==> config.mk <==
export PLATFORM = sky130hd
export DESIGN_NAME = ptp_tsu_flat
export DESIGN_NICKNAME = d
export VERILOG_FILES = /design/src/rtl/ptp_tsu_pkg.sv /design/src/rtl/ptp_tsu_if.sv /design/src/rtl/ptp_tsu_fifo.sv /design/src/rtl/ptp_tsu.sv /design/src/flat_wrapper.sv
export SDC_FILE = /design/constraint.sdc
export NUM_CORES = 1
export LEC_CHECK = 0
export ABC_CLOCK_PERIOD_IN_PS = 12000
export BUFFER_PORTS_ARGS = -buffer_cell sky130_fd_sc_hd__clkbuf_2
export CAP_MARGIN = 0
export CORE_ASPECT_RATIO = 1.4
export CORE_MARGIN = 5
export CORE_UTILIZATION = 39
export CTS_CLUSTER_DIAMETER = 150
export DETAILED_ROUTE_END_ITERATION = 8
export PLACE_DENSITY = 0.59
export SETUP_SLACK_MARGIN = 0.5
export SLEW_MARGIN = 15
export SYNTH_ARGS = -nofsm -noshare
export SYNTH_HDL_FRONTEND = slang
export SYNTH_SLANG_ARGS = --single-unit
==> constraint.sdc <==
create_clock -name gmii_clk -period 12 [get_ports gmii_clk]
set_clock_uncertainty 0.15 [all_clocks]
set_input_delay 1.8 -clock gmii_clk [delete_from_list [all_inputs] [get_ports gmii_clk]]
set_output_delay 1.8 -clock gmii_clk [all_outputs]
set_load 0.005 [all_outputs]
==> src/rtl/ptp_tsu_pkg.sv <==
// ptp_tsu_pkg: shared constants, record layout and parser state type for the
// PTP timestamp unit. Byte offsets are counted from the first DA byte.
package ptp_tsu_pkg;

    localparam logic [15:0] ETH_PTP       = 16'h88F7;
    localparam logic [15:0] ETH_VLAN      = 16'h8100;
    localparam logic [15:0] ETH_IPV4      = 16'h0800;
    localparam logic [15:0] UDP_PTP_EVENT = 16'd319;
    localparam logic [7:0]  SFD           = 8'hD5;
    localparam logic [7:0]  IPV4_VIHL     = 8'h45;   // version 4, IHL 5
    localparam logic [7:0]  IP_PROTO_UDP  = 8'd17;

    // Frame offsets (untagged); a VLAN tag shifts all of them by VLAN_TAG_LEN.
    localparam logic [7:0]  OFS_ETH       = 8'd12;
    localparam logic [7:0]  OFS_VIHL      = 8'd14;
    localparam logic [7:0]  OFS_PROTO     = 8'd23;
    localparam logic [7:0]  OFS_DPORT     = 8'd36;
    localparam logic [7:0]  VLAN_TAG_LEN  = 8'd4;
    localparam logic [7:0]  P_L2          = 8'd14;
    localparam logic [7:0]  P_UDP         = 8'd42;
    localparam logic [7:0]  SEQ_OFS       = 8'd30;

    // Record layout: [63:60] msgType, [59:44] seqId, [43:32] sec[11:0], [31:0] ns
    localparam int REC_W       = 64;
    localparam int REC_MT_LSB  = 60;
    localparam int REC_SEQ_LSB = 44;
    localparam int REC_SEC_LSB = 32;

    typedef enum logic [1:0] {
        ST_IDLE,
        ST_PREAMBLE,
        ST_FRAME,
        ST_DONE
    } state_t;

    // ts holds rtc[43:0]: sec[11:0] above ns[31:0], which is exactly the
    // low 44 bits of the record.
    function automatic logic [REC_W-1:0] pack_rec(input logic [3:0]  mt,
                                                  input logic [15:0] seq,
                                                  input logic [43:0] ts);
        logic [REC_W-1:0] r;
        r                        = '0;
        r[REC_MT_LSB  +: 4]      = mt;
        r[REC_SEQ_LSB +: 16]     = seq;
        r[REC_SEC_LSB +: 12]     = ts[43:32];
        r[31:0]                  = ts[31:0];
        return r;
    endfunction

endpackage

==> src/rtl/ptp_tsu_if.sv <==
// ptp_tsu_if: GMII snoop inputs, RTC time and host queue read port.
//   gmii_ctrl/gmii_data : snooped GMII byte stream
//   rtc_timer_in        : {seconds[47:0], nanoseconds[31:0]}
//   q_rd_en             : host pop request
//   q_rd_stat/q_rd_data : queue occupancy and FWFT head entry
interface ptp_tsu_if;
    logic        gmii_ctrl;
    logic [7:0]  gmii_data;
    logic [79:0] rtc_timer_in;
    logic        q_rd_en;
    logic [7:0]  q_rd_stat;
    logic [63:0] q_rd_data;

    modport slave (
        input  gmii_ctrl, gmii_data, rtc_timer_in, q_rd_en,
        output q_rd_stat, q_rd_data
    );

    modport master (
        output gmii_ctrl, gmii_data, rtc_timer_in, q_rd_en,
        input  q_rd_stat, q_rd_data
    );
endinterface

==> src/rtl/ptp_tsu_fifo.sv <==
// ptp_tsu_fifo: synchronous first-word-fall-through FIFO with occupancy count.
//   i_wr_en/i_wr_data : push (dropped when full unless a pop happens too)
//   i_rd_en           : pop (ignored when empty)
//   o_count           : entries held, 0..DEPTH
//   o_rd_data         : registered head entry
module ptp_tsu_fifo
    import ptp_tsu_pkg::*;
#(
    parameter int DEPTH = 16,
    parameter int W     = REC_W
) (
    input  logic         i_clk,
    input  logic         i_rst,
    input  logic         i_wr_en,
    input  logic [W-1:0] i_wr_data,
    input  logic         i_rd_en,
    output logic [7:0]   o_count,
    output logic [W-1:0] o_rd_data
);
    localparam int AW = (DEPTH > 1) ? $clog2(DEPTH) : 1;

    logic [W-1:0]  r_mem [DEPTH];
    logic [AW-1:0] r_wr_ptr, r_rd_ptr;
    logic [7:0]    r_count;
    logic [W-1:0]  r_head;
    logic          w_pop, w_push;
    logic [AW-1:0] w_wr_nxt, w_rd_nxt;

    assign w_pop    = i_rd_en && (r_count != 8'd0);
    // A pop in the same cycle frees the slot, so a push at full still lands.
    assign w_push   = i_wr_en && ((r_count != 8'(DEPTH)) || w_pop);
    assign w_wr_nxt = (r_wr_ptr == AW'(DEPTH - 1)) ? '0 : r_wr_ptr + AW'(1);
    assign w_rd_nxt = (r_rd_ptr == AW'(DEPTH - 1)) ? '0 : r_rd_ptr + AW'(1);

    always_ff @(posedge i_clk) begin
        if (w_push) r_mem[r_wr_ptr] <= i_wr_data;
    end

    always_ff @(posedge i_clk) begin
        if (i_rst) begin
            r_wr_ptr <= '0;
            r_rd_ptr <= '0;
            r_count  <= '0;
            r_head   <= '0;
        end else begin
            if (w_push) r_wr_ptr <= w_wr_nxt;
            if (w_pop)  r_rd_ptr <= w_rd_nxt;
            r_count <= r_count + 8'(w_push) - 8'(w_pop);
            // Head register tracks the entry at the next read pointer; the
            // incoming word bypasses memory when it becomes the head directly.
            if (w_pop) begin
                if (r_count > 8'd1)  r_head <= r_mem[w_rd_nxt];
                else if (w_push)     r_head <= i_wr_data;
            end else if (w_push && (r_count == 8'd0)) begin
                r_head <= i_wr_data;
            end
        end
    end

    assign o_count   = r_count;
    assign o_rd_data = r_head;
endmodule

==> src/rtl/ptp_tsu.sv <==
// ptp_tsu: GMII PTP timestamp unit. Latches the RTC on SFD, classifies the
// frame (L2 / VLAN / IPv4-UDP port 319) and queues a record for each PTP
// event message (messageType 0..3) when the frame ends.
//   gmii_clk : single clock
//   rst      : synchronous active-high reset (parser idle, queue flushed)
//   bus      : ptp_tsu_if.slave (GMII snoop, RTC, queue read port)
module ptp_tsu
    import ptp_tsu_pkg::*;
#(
    parameter int Q_DEPTH = 16
) (
    input  logic      gmii_clk,
    input  logic      rst,
    ptp_tsu_if.slave  bus
);
    state_t      r_state, w_nxt;
    logic        w_sfd, w_byte, w_push, w_qual;
    logic [43:0] r_ts;
    logic [7:0]  r_cnt, r_hi, w_ofs, w_p;
    logic        r_vlan, r_l2, r_ip, r_ihl_ok, r_udp_ok, r_port_ok, r_got_seq;
    logic [3:0]  r_mtype;
    logic [15:0] r_seq;
    logic [7:0]  w_count;
    logic [63:0] w_head;
    logic        w_unused;

    // Only sec[11:0] and ns reach the record.
    assign w_unused = ^bus.rtc_timer_in[79:44];

    // ---------------- parser FSM ----------------
    always_ff @(posedge gmii_clk) begin
        if (rst) r_state <= ST_IDLE;
        else     r_state <= w_nxt;
    end

    always_comb begin
        w_nxt = r_state;
        case (r_state)
            // DONE lasts one cycle; a following frame may already start in it.
            ST_IDLE, ST_DONE:
                if (bus.gmii_ctrl) w_nxt = (bus.gmii_data == SFD) ? ST_FRAME : ST_PREAMBLE;
                else               w_nxt = ST_IDLE;
            ST_PREAMBLE:
                if (!bus.gmii_ctrl)              w_nxt = ST_IDLE;
                else if (bus.gmii_data == SFD)   w_nxt = ST_FRAME;
            ST_FRAME:
                if (!bus.gmii_ctrl) w_nxt = ST_DONE;
            default: w_nxt = ST_IDLE;
        endcase
    end

    always_comb begin
        w_sfd  = (r_state != ST_FRAME) && bus.gmii_ctrl && (bus.gmii_data == SFD);
        w_byte = (r_state == ST_FRAME) && bus.gmii_ctrl;
        w_push = (r_state == ST_FRAME) && !bus.gmii_ctrl && w_qual;
    end

    // ---------------- classifier ----------------
    assign w_ofs  = r_vlan ? VLAN_TAG_LEN : 8'd0;
    assign w_p    = (r_l2 ? P_L2 : P_UDP) + w_ofs;
    assign w_qual = r_got_seq && (r_mtype[3:2] == 2'b00) &&
                    (r_l2 || (r_ip && r_ihl_ok && r_udp_ok && r_port_ok));

    always_ff @(posedge gmii_clk) begin
        if (rst || w_sfd) begin
            r_cnt     <= '0;
            r_hi      <= '0;
            r_vlan    <= 1'b0;
            r_l2      <= 1'b0;
            r_ip      <= 1'b0;
            r_ihl_ok  <= 1'b0;
            r_udp_ok  <= 1'b0;
            r_port_ok <= 1'b0;
            r_got_seq <= 1'b0;
            r_mtype   <= '0;
            r_seq     <= '0;
            r_ts      <= rst ? 44'd0 : bus.rtc_timer_in[43:0];
        end else if (w_byte) begin
            if (r_cnt != 8'hFF) r_cnt <= r_cnt + 8'd1;
            if (r_cnt == OFS_ETH + w_ofs) r_hi <= bus.gmii_data;
            // Ethertype check runs at 12-13, and again at 16-17 once tagged;
            // a second VLAN tag matches neither PTP nor IPv4.
            if (r_cnt == OFS_ETH + w_ofs + 8'd1) begin
                if ({r_hi, bus.gmii_data} == ETH_VLAN) r_vlan <= 1'b1;
                if ({r_hi, bus.gmii_data} == ETH_PTP)  r_l2   <= 1'b1;
                if ({r_hi, bus.gmii_data} == ETH_IPV4) r_ip   <= 1'b1;
            end
            if (r_cnt == OFS_VIHL + w_ofs)  r_ihl_ok <= (bus.gmii_data == IPV4_VIHL);
            if (r_cnt == OFS_PROTO + w_ofs) r_udp_ok <= (bus.gmii_data == IP_PROTO_UDP);
            if (r_cnt == OFS_DPORT + w_ofs) r_hi     <= bus.gmii_data;
            if (r_cnt == OFS_DPORT + w_ofs + 8'd1)
                r_port_ok <= ({r_hi, bus.gmii_data} == UDP_PTP_EVENT);
            if (r_cnt == w_p) r_mtype <= bus.gmii_data[3:0];
            if (r_cnt == w_p + SEQ_OFS) r_seq[15:8] <= bus.gmii_data;
            if (r_cnt == w_p + SEQ_OFS + 8'd1) begin
                r_seq[7:0] <= bus.gmii_data;
                r_got_seq  <= 1'b1;
            end
        end
    end

    // ---------------- record queue ----------------
    ptp_tsu_fifo #(.DEPTH(Q_DEPTH), .W(REC_W)) u_fifo (
        .i_clk     (gmii_clk),
        .i_rst     (rst),
        .i_wr_en   (w_push),
        .i_wr_data (pack_rec(r_mtype, r_seq, r_ts)),
        .i_rd_en   (bus.q_rd_en),
        .o_count   (w_count),
        .o_rd_data (w_head)
    );

    assign bus.q_rd_stat = w_count;
    assign bus.q_rd_data = w_head;
endmodule

==> src/flat_wrapper.sv <==
// flat-port wrapper written by rule: the top's interface ports become plain ports
module ptp_tsu_flat import ptp_tsu_pkg::*;
#(
    parameter int Q_DEPTH = 16
)
  (gmii_clk, rst, bus_gmii_ctrl, bus_gmii_data, bus_rtc_timer_in, bus_q_rd_en, bus_q_rd_stat, bus_q_rd_data);
  ptp_tsu_if bus_i ();
  input  logic gmii_clk;
  input  logic rst;
  input wire logic [$bits(bus_i.gmii_ctrl)-1:0] bus_gmii_ctrl;
  input wire logic [$bits(bus_i.gmii_data)-1:0] bus_gmii_data;
  input wire logic [$bits(bus_i.rtc_timer_in)-1:0] bus_rtc_timer_in;
  input wire logic [$bits(bus_i.q_rd_en)-1:0] bus_q_rd_en;
  output wire logic [$bits(bus_i.q_rd_stat)-1:0] bus_q_rd_stat;
  output wire logic [$bits(bus_i.q_rd_data)-1:0] bus_q_rd_data;
  assign bus_i.gmii_ctrl = bus_gmii_ctrl;
  assign bus_i.gmii_data = bus_gmii_data;
  assign bus_i.rtc_timer_in = bus_rtc_timer_in;
  assign bus_i.q_rd_en = bus_q_rd_en;
  assign bus_q_rd_stat = bus_i.q_rd_stat;
  assign bus_q_rd_data = bus_i.q_rd_data;
  ptp_tsu #(.Q_DEPTH(Q_DEPTH)) u_core (.gmii_clk(gmii_clk), .rst(rst), .bus(bus_i));
endmodule
; ---- After elaboration in Yosys (flattened, before gate mapping)
; Memory sizes are Yosys's and may differ from the RTL's.
; Index checks and enable logic that the tools add are counted.
[word_totals]
n_memories = 1
reg_bits = 169
ram_bits = 1024
wordCells = 116
input_bits = 92
[memory_table]
columns = name, words, word_bits, read_ports, rd_clocked_by_memory_dff, wr, line
row1 = u_core.u_fifo.r_mem, 16, 64, 1, 0, 1, ptp_tsu_fifo.sv:22  ; logic [W-1:0] r_mem [DEPTH];
[classes]
mux = 18
eq_ne = 27
n_lt_le_gt_ge = 1
add_sub_neg = 14
n_reduce_logical = 37
[ops]
columns = operator, n
row1 = two-way mux 64 bit, 4
row2 = equality test 8 bit, 9
row3 = adder 8 x 1 -> 8 bit (second input constant), 4
row4 = equality test 16 bit (second input constant), 2
row5 = AND reduction 2 bit, 10
row6 = adder 4 x 8 -> 8 bit (first input constant), 2
row7 = equality test 16 x 12 -> 1 bit (second input constant), 1
row8 = equality test 16 x 9 -> 1 bit (second input constant), 1
row9 = two-way mux 8 bit, 2
row10 = logical AND 1 bit, 13
row11 = two-way mux 2 bit, 5
row12 = AND reduction 3 bit, 3
row13 = adder 4 x 1 -> 4 bit (second input constant), 2
row14 = adder 5 x 8 -> 8 bit (first input constant), 1
row15 = adder 6 x 8 -> 8 bit (first input constant), 1
row16 = adder 8 x 1 -> 8 bit, 1
row17 = adder 8 x 5 -> 8 bit (second input constant), 1
row18 = adder 8 bit, 1
row19 = equality test 4 bit (second input constant), 2
row20 = equality test 8 x 5 -> 1 bit (second input constant), 1
row21 = equality test 8 x 7 -> 1 bit (second input constant), 1
row22 = equality test 8 bit (second input constant), 1
row23 = greater-than comparator 8 x 1 -> 1 bit (second input constant), 1
row24 = logical NOT 8 bit, 1
row25 = 19 further kinds, 27

; ---- Depth between registers and ports, before layout
[depth]
depth_word = 10
depth_mapped = 15

; ---- Cells and area by module
; A second synthesis with hierarchy kept.
[unflattened]
cells_unflattened = 2411
area_unflattened_um2 = 46091.7
[modules_own_cells]
columns = module, area_per_inst_um2, instances, cells_per_inst, seq_area_each_um2
row1 = ptp_tsu_fifo, 42175.4, 1, 2058, 32351.0
row2 = ptp_tsu, 3916.3, 1, 353, 2222.1

; ---- Worst setup path before layout
; No wires, ideal clock.
[synth_timing]
kind = input to register
startpoint = input port bus_gmii_ctrl
endpoint = memory u_core.u_fifo.r_mem[3][0] (netlist bit), enable pin
slack_ns = 4.115
required_ns = 11.285
arrival_ns = 7.170
path_stages = 5
n_path_buf = 0
path_cell_list = nand2b_1 or3_1 a21oi_2 nand2_1 nor3_1
[synth_between]
elab_chain_len = 6
[synth_lines]
columns = element, line
row1 = from (decl), flat_wrapper.sv:10  ; input wire logic [$bits(bus_i.gmii_ctrl)-1:0] bus_gmii_ctrl;
row2 = logical NOT 1 bit, --
row3 = logical AND 1 bit (2 in a row), ptp_tsu.sv:55  ; w_push = (r_state == ST_FRAME) && !bus.gmii_ctrl && w_qual;
row4 = logical AND 1 bit, ptp_tsu_fifo.sv:31  ; assign w_push = i_wr_en && ((r_count != 8'(DEPTH)) || w_pop);
row5 = two-way mux 1 bit, ptp_tsu_fifo.sv:36  ; if (w_push) r_mem[r_wr_ptr] <= i_wr_data;
row6 = two-way mux 1 bit (implied by the code), ptp_tsu_fifo.sv:36
row7 = to (decl), ptp_tsu_fifo.sv:22
; Every way passes these cells.

; ---- Final worst setup path
[layout_timing]
startpoint = input port bus_gmii_ctrl
endpoint = memory u_core.u_fifo.r_mem[3][48] (netlist bit), enable pin
; The elaborated chain is that of the path after synthesis.

==> run_results.csv <==
group,metric,value,unit
floorplanning,start_util,39.3,%
yosys,ys_warn_count,0,
drt,drtIter0Drc,2434,
critical_path,timing.critical_path.arrival,5330,ps
floorplanning,row_count,150,
floorplanning,fp.coreArea,120000,um2
critical_path,crit_chain,"clkbuf_2 -> nand2b_1 -> or3_1 -> a21oi_2 -> nand2_1 -> nor3_4 -> buf_4 -> buf_4",
layout,seqCellArea,34600,um2
critical_path,crit-reg2reg-launch,"u_core.u_fifo.r_rd_ptr[0]$_SDFFE_PP0N_",
floorplanning,io_pins,164,
layout,drive_above_1_share,17.0,%
drt,drt_pass1_iterations,6,
power_and_ir_drop,peakVddDrop,0.137,mV
layout,n_antenna_cell,0,
yosys,synthFlopType,"edfxtp_1",
grt,grt.total_usage,17.9,%
grt,grt.overflow.total,0,
placed_design,globalplace.congestion,0.728,
run_status,status,"complete, no violations",
power_and_ir_drop,power.density,192,nW/um2
timing,rsz0062_at_grt,"false",
critical_path,slowest_stage,"nor3_4",
layout,fin_area,53100,um2
hold_path,min_delay_path_depth,2,
timing,slew_viol_final,0,
cts,clk_latency,740,ps
layout,synthToLayoutAreaGrowth,13.0,%
yosys,avgSynthCellArea,15.2,um2
yosys,ys_ff_latch,1193,
yosys,syn_inst,3099,
drt,antenna_left,0,
critical_path,cp_common_cell,"buf_4",
floorplanning,dieHeight,421,um
grt,grt_pass1_vias,26318,
timing,max_freq,0.194,GHz
critical_path,critPathMaxStageDelay,700,ps
timing,relSlewSlack,26.0,%
yosys,netlist-cell-type-count,60,
layout,fillCellCount,10521,
placed_design,dpl.hpwl,58000,um
drt,vias,26359,
drt,wl,115000,um
hold_path,hp-start,"u_core.r_got_seq$_SDFFE_PP0P_",
cts,htreeDepth,3,
layout,nets,3301,
cts,cts_num_sinks,1193,
yosys,syn_nets,3216,
drt,wl_per_cell,23.7,um
cts,postCtsHoldBufs,0,
drt,drt-vias-per-instance,5.40,
cts,cts_root_buf,"clkbuf_16",
grt,grt_start_max_net_pins,148,
cts,clkTransAtPathRegs,60,ps
critical_path,worst-path-max-fanout,32,
placed_design,place_area,49200,um2
cts,post_cts_buffers,0,
yosys,synth-edff-count,1068,
timing,min_period_over_period,42.9,%
drt,drcViolationCount,0,
critical_path,cp.required,12190,ps
cts,cts_tree,"yes",
cts,post_cts_resize_count,0,
timing,fin_crit,5140,ps
cts,numCtsBuffers,111,
hold_path,hp-class,"reg -> reg",
critical_path,r2r_setup_slack,7170,ps
floorplanning,die-area,128000,um2
power_and_ir_drop,p_leak,18.2,nW
timing,hold_violations,0,
critical_path,crit_path_end_kind,"register",
hold_path,holdPathEnd,"u_core.r_got_seq$_SDFFE_PP0P_",
grt,antenna_found_initial,3,
cts,cts_max_path_buffers,3,
yosys,ys_seq_area_share,73.6,%
floorplanning,die_w,303,um
timing,setup_violations,0,
timing,setup_tns,0,ps
critical_path,r2r_cells,9,
yosys,netlist_area,47000,um2
flow_run,cap_violations,0,
critical_path,path_class,"in -> reg",
placed_design,port_buffers,127,
critical_path,r2r_end,"u_core.u_fifo.o_rd_data[39]$_SDFFE_PP0P_",
layout,multi_input_area,11500,um2
grt,grt_pass1_wl,172000,um
yosys,synth_async_sr_flop_share,0,%
critical_path,startpoint_type,"input pin",
timing,worst_pin_slew,1110,ps
==> layout by cell type (no fill, tap or decap), types with 9 or more instances in the layout <==
cell,Yosys,routed
edfxtp_1,1068,1068
clkbuf_1,106,23
nor2b_1,49,49
nor2_4,0,12
dfxtp_1,125,125
a311oi_1,9,9
o21ai_0,19,19
mux4_2,128,128
nand2_1,580,579
buf_4,18,38
or4_1,65,65
a21oi_1,144,144
xnor2_1,9,9
clkinv_2,0,16
clkbuf_2,0,126
nor2_1,150,138
mux2i_1,37,37
clkbuf_16,0,117
inv_1,22,22
nand3_1,252,251
ha_1,24,23
a311oi_2,51,51
clkbuf_8,0,22
o22ai_1,61,61
xor2_1,9,9
==> kinds of logic (layout without fill, tap and decap cells) <==
logic type	after synthesis	after routing	synth area share, %
flops	1193	1193	73.6
fa+ha+maj	25	25	0.682
xor+xnor	18	18	0.336
buf+inv	219	402	2.39
simple gates	1155	1155	11.1
compound gates	322	322	4.97
mux	167	167	6.97
==> cell usage after synthesis (all sizes together) (12+ instances only) <==
cell | count | share of area (%)
o22ai | 61 | 0.81
clkbuf | 110 | 0.91
nand2 | 581 | 4.6
mux4 | 128 | 6.1
dfxtp | 125 | 5.3
o21ai | 22 | 0.24
nor2b | 49 | 0.65
a311oi | 60 | 1.8
nand3 | 252 | 2.7
a21oi | 146 | 1.6
edfxtp | 1068 | 68
inv | 22 | 0.18
ha | 24 | 0.64
nor3 | 12 | 0.13
mux2i | 37 | 0.79
buf | 87 | 1.3
nor2 | 150 | 1.2
or4 | 65 | 1.0
==> layout make-up <==
class                           count  area share (%)
Clock buffer                      162            6.25
Clock inverter                     49            1.06
Inverter                           22           0.156
Multi-Input combinational cell   1687            21.7
Sequential cell                  1193            65.1
Tap cell                         1596            3.76
Timing Repair Buffer              169            1.89
==> critical path: cells and delay by family <==
kind                   cells  cell delay (ps)
buffers and inverters      3             1370
AO/OA/AOI/OAI              1              380
AND/OR/NAND/NOR            4             1720
==> metrics by stage <==
step                setup slack [ps]  std cells  total power [mW]  hold WS (ps)  utilization (%)
detailed placement              5740       4667              6.67           290             41.1
global placement                5670       4666              6.65           280             41.1
global route                    6690       4878              10.6           314             44.4
finish                          6860       4878              10.2           296             44.4
floorplan                       4120       3099              6.04           270                -
CTS                             6530       4878              10.3           303             44.4
==> worst max path at each step <==
| stage | startpoint | endpoint | slack [ps] | cells after the start |
|---|---|---|---|---|
| after global routing | bus_gmii_ctrl | u_core.u_fifo.r_mem[3][50]$_DFFE_PP_ | 6690 | 8 |
| after CTS | bus_gmii_ctrl | u_core.u_fifo.r_mem[3][54]$_DFFE_PP_ | 6530 | 8 |
| after global placement | bus_gmii_ctrl | u_core.u_fifo.r_mem[2][0]$_DFFE_PP_ | 5670 | 8 |
| after floorplan | bus_gmii_ctrl | u_core.u_fifo.r_mem[3][0]$_DFFE_PP_ | 4120 | 5 |
| after detailed placement | bus_gmii_ctrl | u_core.u_fifo.r_mem[3][0]$_DFFE_PP_ | 5740 | 8 |
| final | bus_gmii_ctrl | u_core.u_fifo.r_mem[3][48]$_DFFE_PP_ | 6860 | 8 |
==> per-layer routing <==
| layer | GRT usage (%) | routed length [um] | vias to the layer above |
|---|---|---|---|
| li1 | - | - | 11913 |
| met1 | 24.2 | 48500 | 13450 |
| met2 | 30.1 | 57200 | 832 |
| met3 | 3.01 | 6940 | 164 |
| met4 | 5.24 | 2860 | 0 |
| met5 | 0 | 0 | - |
==> power breakdown <==
part	switching (mW)	internal, mW
sequential	0.123	4.62
combinational	1.16	0.639
clock	1.56	2.11
==> sequential cells by signal (all words and copies together), names as in the netlist <==
name	flops
u_core.u_fifo.r_mem	1024
u_core.u_fifo.o_rd_data	64
u_core.r_ts	44
u_core.r_seq	16
u_core.r_cnt	8
u_core.r_hi	8
u_core.u_fifo.o_count	8
u_core.r_mtype	4
u_core.u_fifo.r_rd_ptr	4
u_core.u_fifo.r_wr_ptr	4
u_core.r_state	2
u_core.r_got_seq	1
u_core.r_ihl_ok	1
u_core.r_ip	1
u_core.r_l2	1
u_core.r_port_ok	1
u_core.r_udp_ok	1
u_core.r_vlan	1
(Power assumes the default switching activity.)
